==> config.mk <==
export PLATFORM = sky130hd
export DESIGN_NAME = ssd_scan_driver
export DESIGN_NICKNAME = d
export VERILOG_FILES = /design/src/rtl/ssd_scan_driver.sv
export SDC_FILE = /design/constraint.sdc
export NUM_CORES = 1
export LEC_CHECK = 0
export CORE_MARGIN = 2
export CORE_UTILIZATION = 45
export DETAILED_ROUTE_END_ITERATION = 12
export MAX_ROUTING_LAYER = met4
export PLACE_DENSITY = 0.68
export SETUP_SLACK_MARGIN = 0.4
export SYNTH_ARGS = -nofsm -noshare
export SYNTH_HDL_FRONTEND = slang
export SYNTH_SLANG_ARGS = --single-unit
==> constraint.sdc <==
create_clock -name clk -period 2.3 [get_ports clk]
set_clock_uncertainty 0.1 [all_clocks]
set_input_delay 0.46 -clock clk [delete_from_list [all_inputs] [get_ports clk]]
set_output_delay 0.46 -clock clk [all_outputs]
set_load 0.02 [all_outputs]
==> src/rtl/ssd_scan_driver.sv <==
// ============================================================================
// ssd_scan_driver : multiplexed seven-segment scan driver, letter/hex decode
// rev 1.0
// ============================================================================
`default_nettype none

module ssd_scan_driver #(
  parameter int DIGITS    = 4,
  parameter int SCAN_DIV  = 100000,
  parameter int BLINK_DIV = 25000000
) (
  input  logic                  clk,
  input  logic                  rst,
  input  logic                  load,
  input  logic                  mode,
  input  logic [4*DIGITS-1:0]   codes_in,
  input  logic [DIGITS-1:0]     dp_in,
  input  logic [DIGITS-1:0]     blink_in,
  output logic [7:0]            segs,
  output logic [DIGITS-1:0]     ssd_ctl
);

  localparam int IDX_W   = (DIGITS > 1) ? $clog2(DIGITS) : 1;
  localparam int SCAN_W  = (SCAN_DIV > 1) ? $clog2(SCAN_DIV) : 1;
  localparam int BLINK_W = (BLINK_DIV > 1) ? $clog2(BLINK_DIV) : 1;

  localparam logic [IDX_W-1:0]   C_IDX_LAST   = IDX_W'(DIGITS - 1);
  localparam logic [SCAN_W-1:0]  C_SCAN_LAST  = SCAN_W'(SCAN_DIV - 1);
  localparam logic [BLINK_W-1:0] C_BLINK_LAST = BLINK_W'(BLINK_DIV - 1);

  logic [SCAN_W-1:0]  r_scan_cnt;
  logic [IDX_W-1:0]   r_idx;
  logic [BLINK_W-1:0] r_blink_cnt;
  logic               r_phase;
  logic [3:0]         r_code [DIGITS];
  logic [DIGITS-1:0]  r_dp;
  logic [DIGITS-1:0]  r_blink;

  logic [3:0]         w_code;
  logic [7:0]         w_glyph;
  logic [7:0]         w_segs;
  logic [DIGITS-1:0]  w_ctl;

  always_ff @(posedge clk) begin
    if (rst) begin
      r_scan_cnt  <= '0;
      r_idx       <= '0;
      r_blink_cnt <= '0;
      r_phase     <= 1'b0;
      r_dp        <= '0;
      r_blink     <= '0;
      for (int i = 0; i < DIGITS; i++) r_code[i] <= 4'd0;
    end else begin
      if (r_scan_cnt == C_SCAN_LAST) begin
        r_scan_cnt <= '0;
        r_idx      <= (r_idx == C_IDX_LAST) ? '0 : r_idx + 1'b1;
      end else begin
        r_scan_cnt <= r_scan_cnt + 1'b1;
      end

      if (r_blink_cnt == C_BLINK_LAST) begin
        r_blink_cnt <= '0;
        r_phase     <= ~r_phase;
      end else begin
        r_blink_cnt <= r_blink_cnt + 1'b1;
      end

      if (load) begin
        r_dp    <= dp_in;
        r_blink <= blink_in;
        for (int i = 0; i < DIGITS; i++) r_code[i] <= codes_in[4*i +: 4];
      end
    end
  end

  // Glyphs are active-low {a,b,c,d,e,f,g,dp}; dp is left dark here.
  always_comb begin
    w_code  = r_code[r_idx];
    w_glyph = 8'hFF;
    if (mode) begin
      case (w_code)
        4'h0: w_glyph = 8'b0000_0011;
        4'h1: w_glyph = 8'b1001_1111;
        4'h2: w_glyph = 8'b0010_0101;
        4'h3: w_glyph = 8'b0000_1101;
        4'h4: w_glyph = 8'b1001_1001;
        4'h5: w_glyph = 8'b0100_1001;
        4'h6: w_glyph = 8'b0100_0001;
        4'h7: w_glyph = 8'b0001_1111;
        4'h8: w_glyph = 8'b0000_0001;
        4'h9: w_glyph = 8'b0000_1001;
        4'hA: w_glyph = 8'b0001_0001;
        4'hB: w_glyph = 8'b1100_0001;
        4'hC: w_glyph = 8'b0110_0011;
        4'hD: w_glyph = 8'b1000_0101;
        4'hE: w_glyph = 8'b0110_0001;
        default: w_glyph = 8'b0111_0001;
      endcase
    end else begin
      case (w_code)
        4'h0: w_glyph = 8'b1101_0101;
        4'h1: w_glyph = 8'b1110_0001;
        4'h2: w_glyph = 8'b1001_0001;
        4'h3: w_glyph = 8'b1000_0011;
        4'h4: w_glyph = 8'b0110_0001;
        4'h5: w_glyph = 8'b0111_0001;
        default: w_glyph = 8'hFF;
      endcase
    end

    w_segs = w_glyph;
    if (r_dp[r_idx]) w_segs[0] = 1'b0;
    // Blanking overrides the dp as well; the digit enable keeps scanning.
    if (r_phase && r_blink[r_idx]) w_segs = 8'hFF;

    w_ctl = ~(DIGITS'(1) << r_idx);
  end

  always_ff @(posedge clk) begin
    if (rst) begin
      segs    <= 8'hFF;
      ssd_ctl <= '1;
    end else begin
      segs    <= w_segs;
      ssd_ctl <= w_ctl;
    end
  end

endmodule

`default_nettype wire

# Yosys cells after proc, flatten, opt, wreduce, memory -nomap -nowiden
# Memories as Yosys holds them, arrays and structs flattened. A register that Yosys moved wholly into a read port is not among the register bits.
# Index checks and enable logic that the tools add are counted.
# classes
add_sub_neg	3
mux	19
n_mul	0
n_lt_le_gt_ge	1
n_eq_ne	8
div_mod_pow	0
n_shift	1
bitwise_logic	6
reduce_logical	5
# ops
operator	count
8-bit one-hot mux with 6 select lines	1
25-bit by 1-bit adder with 25-bit output (second input constant)	1
25-bit equality test (second input constant)	1
17-bit by 1-bit adder with 17-bit output (second input constant)	1
17-bit equality test (second input constant)	1
4-bit two-way mux	4
4-bit by 2-bit equality test with 1-bit output (second input constant)	2
4-bit by 3-bit equality test with 1-bit output (second input constant)	2
1-bit two-way mux	8
8-bit two-way mux	1
2-bit two-way mux	3
2-bit OR reduction	3
1-bit binary-select mux with 2-bit select	2
4-bit by 1-bit equality test with 1-bit output (second input constant)	1
4-bit zero test	1
4-bit NOT	1
1-bit OR	4
1-bit by 2-bit << shifter with 4-bit output (first input constant)	1
2-bit by 3-bit less-than comparator with 1-bit output (second input constant)	1
2-bit by 1-bit adder with 2-bit output (second input constant)	1
2-bit equality test (second input constant)	1
1-bit logical AND	1
1-bit NOT	1
# totals
ff_bits	65
latch_bits	0
n_memories	2
mem_bits_ro	112
output_inout_bits	12
inputBits	28
ram_bits	16
word_cells	53
# mem_list
name	depth	width	rd	rd_ports_with_merged_regs	write_ports	line_no	text
(no name shown)	16	7	1	0	0	81	case (w_code)
r_code	4	4	1	1	4	35	logic [3:0] r_code [DIGITS];

# Longest topological paths before layout
# logic_depth
depth_word	4
depth_mapped	8
mapped_depth_nobuf	7

# Worst setup path before layout
# Ideal clock, no wire load.
# synth_path
kind	reg2reg
start	register with a tool-made name
end	register segs[4]
period_less_slack_ps	2382
path_stages_with_launch	8
arrival_time_ps	2163
slack_ps	-82
t_required_ps	2080
n_path_buf	1
path_cell_list	dfxtp_1 -> mux4_1 -> ha_1 -> clkbuf_1 -> nor2_1 -> a21oi_1 -> a211o_1 -> a211o_1
# synth_lines
element	line_no	text
to (signal assigned)	124	segs <= w_segs;
to (decl)	19	output logic [7:0] segs,

==> flow_metrics.tcl <==
set metrics [dict create \
    cts_made_buffers 9 \
    cts_tree "yes" \
    hpwl_um 5546 \
    power_mw 2.950 \
    ctsRootBufferMaster "clkbuf_8" \
    synth-seq-cells 83 \
    worstMarginPinSlew_ps 430.2 \
    fin_cells 562 \
    synth_edf_count 16 \
    io_buffers 39 \
    slew_headroom_pct 71.19 \
    hp-class "flip-flop to flip-flop" \
    post_drt_via_cell_ratio 5.416 \
    p_int_mw 2.239 \
    antenna_left 0 \
    maxCapViolCount 0 \
    setup_viol 0 \
    drv_slew 0 \
    grt_max_degree 18 \
    vias 3044 \
    grtUsageTotal_pct 18.58 \
    drtIter0Drc 112 \
    fillers 740 \
    core_mm2 0.008258 \
    cp_data_required_time_ps 2450 \
    start_kind "flip-flop" \
    die_w_um 96.56 \
    clk_pin_slew_ps 90 \
    start_util_pct 46.68 \
    io_pins 40 \
    netlist_area_mm2 0.003855 \
    cts_buffer_depth 2 \
    grt_remaining_overflow 0 \
    hold_violations 0 \
    ys.flop_type "dfxtp_1" \
    r2r_slack_ps 130 \
    comb_power_share_pct 13.2 \
    async_flop_share_pct 0 \
    clock_latency_ps 360 \
    die_y_um 96.56 \
    synth_cell_types 46 \
    cp.arrival_ps 2320 \
    leakage_nw 1.775 \
    h-tree-depth 3 \
    period_needed_ps 2168 \
    cts_sinks 83 \
    grt_first_pass_wirelength_um 12850 \
    switching_share_pct 24.11 \
    antenna_found_initial 0 \
    synth_nets 430 \
    crit_path_end_kind "flip-flop" \
    finalWirelength_um 8049 \
    die_area_mm2 0.009323 \
    syn_inst 391 \
    drc 0 \
    fmax_ghz 0.4612 \
    drtPass1Iterations 4 \
    pwr-share-clk_pct 34.0 \
    synth.avg_cell_area_um2 9.859 \
    powerDensity_mw_per_mm2 603.7 \
    critPathKind "flip-flop to flip-flop" \
    final.period_utilization_pct 94.27 \
    grt_pass1_vias 2809 \
    r2r_cells 7 \
    finalWeightedCongestion 0.8171 \
    place_inst 526 \
    hold_buffers 0 \
    finalNetCount 491 \
    tns_ps 0 \
    ys_warn_count 0 \
    rsz0062_at_grt "true" \
    pwr-share-seq_pct 52.8 \
    drive_gt1_share_pct 18.60 \
    p_switching_mw 0.7112 \
    n_antenna_cell 0 \
    crit_fanout 7 \
    wl_per_cell_um 14.32 \
    status "completed" \
    num_rows 33 \
    areaGrowthSynthToFinish_pct 26.74 \
    reg2reg_to "segs[4]$_SDFF_PP1_" \
    irDropWorstVdd_mv 0.3744 \
    ys_seq_area_share_pct 47.26 \
    critical_path.endpoint "segs[4]$_SDFF_PP1_" \
]
-- cell type report --
type | instances | area (um2) | area share, %
sequential | 83 | 1827 | 37.39
timing repair buffer | 72 | 655.6 | 13.42
clock buffer | 10 | 127.6 | 2.612
tap | 105 | 131.4 | 2.689
multi-input combinational | 271 | 2024 | 41.43
clock inverter | 6 | 56.30 | 1.152
inverter | 15 | 63.81 | 1.306
-- state kept, by name, summed over array words and instances (netlist names), named ones only --
register,count
r_blink,4
r_blink_cnt,25
r_code,16
r_dp,4
r_idx,2
r_phase,1
r_scan_cnt,17
segs,8
ssd_ctl,4
-- timing repair --
| action | 4_1_cts | 5_1_grt |
|---|---|---|
| setup buffers | 14 | 5 |
| gates resized for setup | 12 | 18 |
| endpoints found under the setup margin | 10 | 52 |
| pin swaps | 8 | 7 |
| cloned | 0 | 1 |
-- critical path, stage by stage (launching register included) --
cell and delay [ps]:
dfxtp_4 380, mux4_2 600, buf_6 160, ha_4 190
inv_4 80, nor3_4 30, a211o_1 260, a211o_1 250
-- Yosys cell counts, types with 3 or more instances --
library cell,count,area [um2]
a211o_1,5,43.79
a21oi_1,22,110.1
and2_1,21,131.4
and3_1,7,43.79
and4_1,6,52.55
clkbuf_1,18,67.56
dfxtp_1,67,1341
edfxtp_1,16,480.5
ha_1,11,137.6
inv_1,14,52.55
mux2i_1,12,120.1
mux4_2,4,90.09
nand2_1,14,52.55
nand2b_1,7,43.79
nand3_1,18,90.09
nand4_1,14,87.58
nor2_1,36,135.1
nor2b_1,3,18.77
nor3_1,5,25.02
nor4_1,4,25.02
o21ai_0,10,50.05
o31ai_1,12,90.09
or3_1,8,50.05
or4_1,10,75.07
xnor2_1,8,70.07
xor2_1,13,113.9
-- power groups by stage --
| stage | clock network (mW) | logic (mW) | registers [mW] |
|---|---|---|---|
| 5_1_grt | 1.08 | 0.421 | 1.56 |
| 6_report | 1.00 | 0.389 | 1.56 |
| 3_5_place_dp | 0 | 0.320 | 1.59 |
| 4_1_cts | 1.03 | 0.364 | 1.56 |
| 2_1_floorplan | 0 | 0.178 | 1.61 |
| 3_3_place_gp | 0 | 0.318 | 1.59 |
-- how the worst min path moves through the flow --
stage,start,to,cells past startpoint
6_report,r_blink_cnt[0]$_SDFF_PP0_,r_blink_cnt[0]$_SDFF_PP0_,1
5_1_grt,r_blink_cnt[0]$_SDFF_PP0_,r_blink_cnt[0]$_SDFF_PP0_,1
4_1_cts,r_scan_cnt[0]$_SDFF_PP0_,r_scan_cnt[0]$_SDFF_PP0_,1
3_5_place_dp,r_blink_cnt[0]$_SDFF_PP0_,r_blink_cnt[0]$_SDFF_PP0_,1
3_3_place_gp,r_scan_cnt[0]$_SDFF_PP0_,r_scan_cnt[0]$_SDFF_PP0_,1
2_1_floorplan,r_scan_cnt[0]$_SDFF_PP0_,r_scan_cnt[0]$_SDFF_PP0_,1
-- stage by stage --
step | setup WS, ps | hold slack [ps] | area [um2] | util (%)
floorplan | 168.9 | 313.0 | 3914 | -
global placement | 83.54 | 320.9 | 4427 | 53.61
detailed placement | 18.74 | 333.1 | 4427 | 53.61
CTS | 130.4 | 350.0 | 4770 | 57.76
global route | 61.31 | 365.5 | 4886 | 59.17
finish | 131.8 | 348.4 | 4886 | 59.17
-- layout by cell type, fill, tap and decap left out, types with 10 or more instances in the layout --
master	synthesis	layout
and2_1	21	20
xor2_1	13	13
buf_4	1	29
nand4_1	14	14
nor2_1	36	35
a21oi_1	22	21
nand2_1	14	14
dfxtp_1	67	65
or4_1	10	10
clkdlybuf4s50_1	0	39
edfxtp_1	16	16
mux2i_1	12	11
nand3_1	18	17
o31ai_1	12	11
inv_1	14	11
-- cell families after synthesis --
family / after synthesis / share of synthesized area, %
mux: 20 / 7.400
compound gates: 60 / 10.06
simple gates: 159 / 22.98
fa+ha+maj: 11 / 3.570
buf+inv: 37 / 3.960
flops: 83 / 47.26
xor+xnor: 21 / 4.771
-- per-layer routing --
| metal | track usage (%) | up-vias | wire (um) |
|---|---|---|---|
| met3 | 4.422 | 12 | 304 |
| met4 | 7.746 | 0 | 150 |
| met5 | - | - | 0 |
| met1 | 22.22 | 1443 | 3733 |
| li1 | - | 1535 | - |
| met2 | 30.21 | 54 | 3861 |
Note: power is estimated with default switching activity, not from simulation.
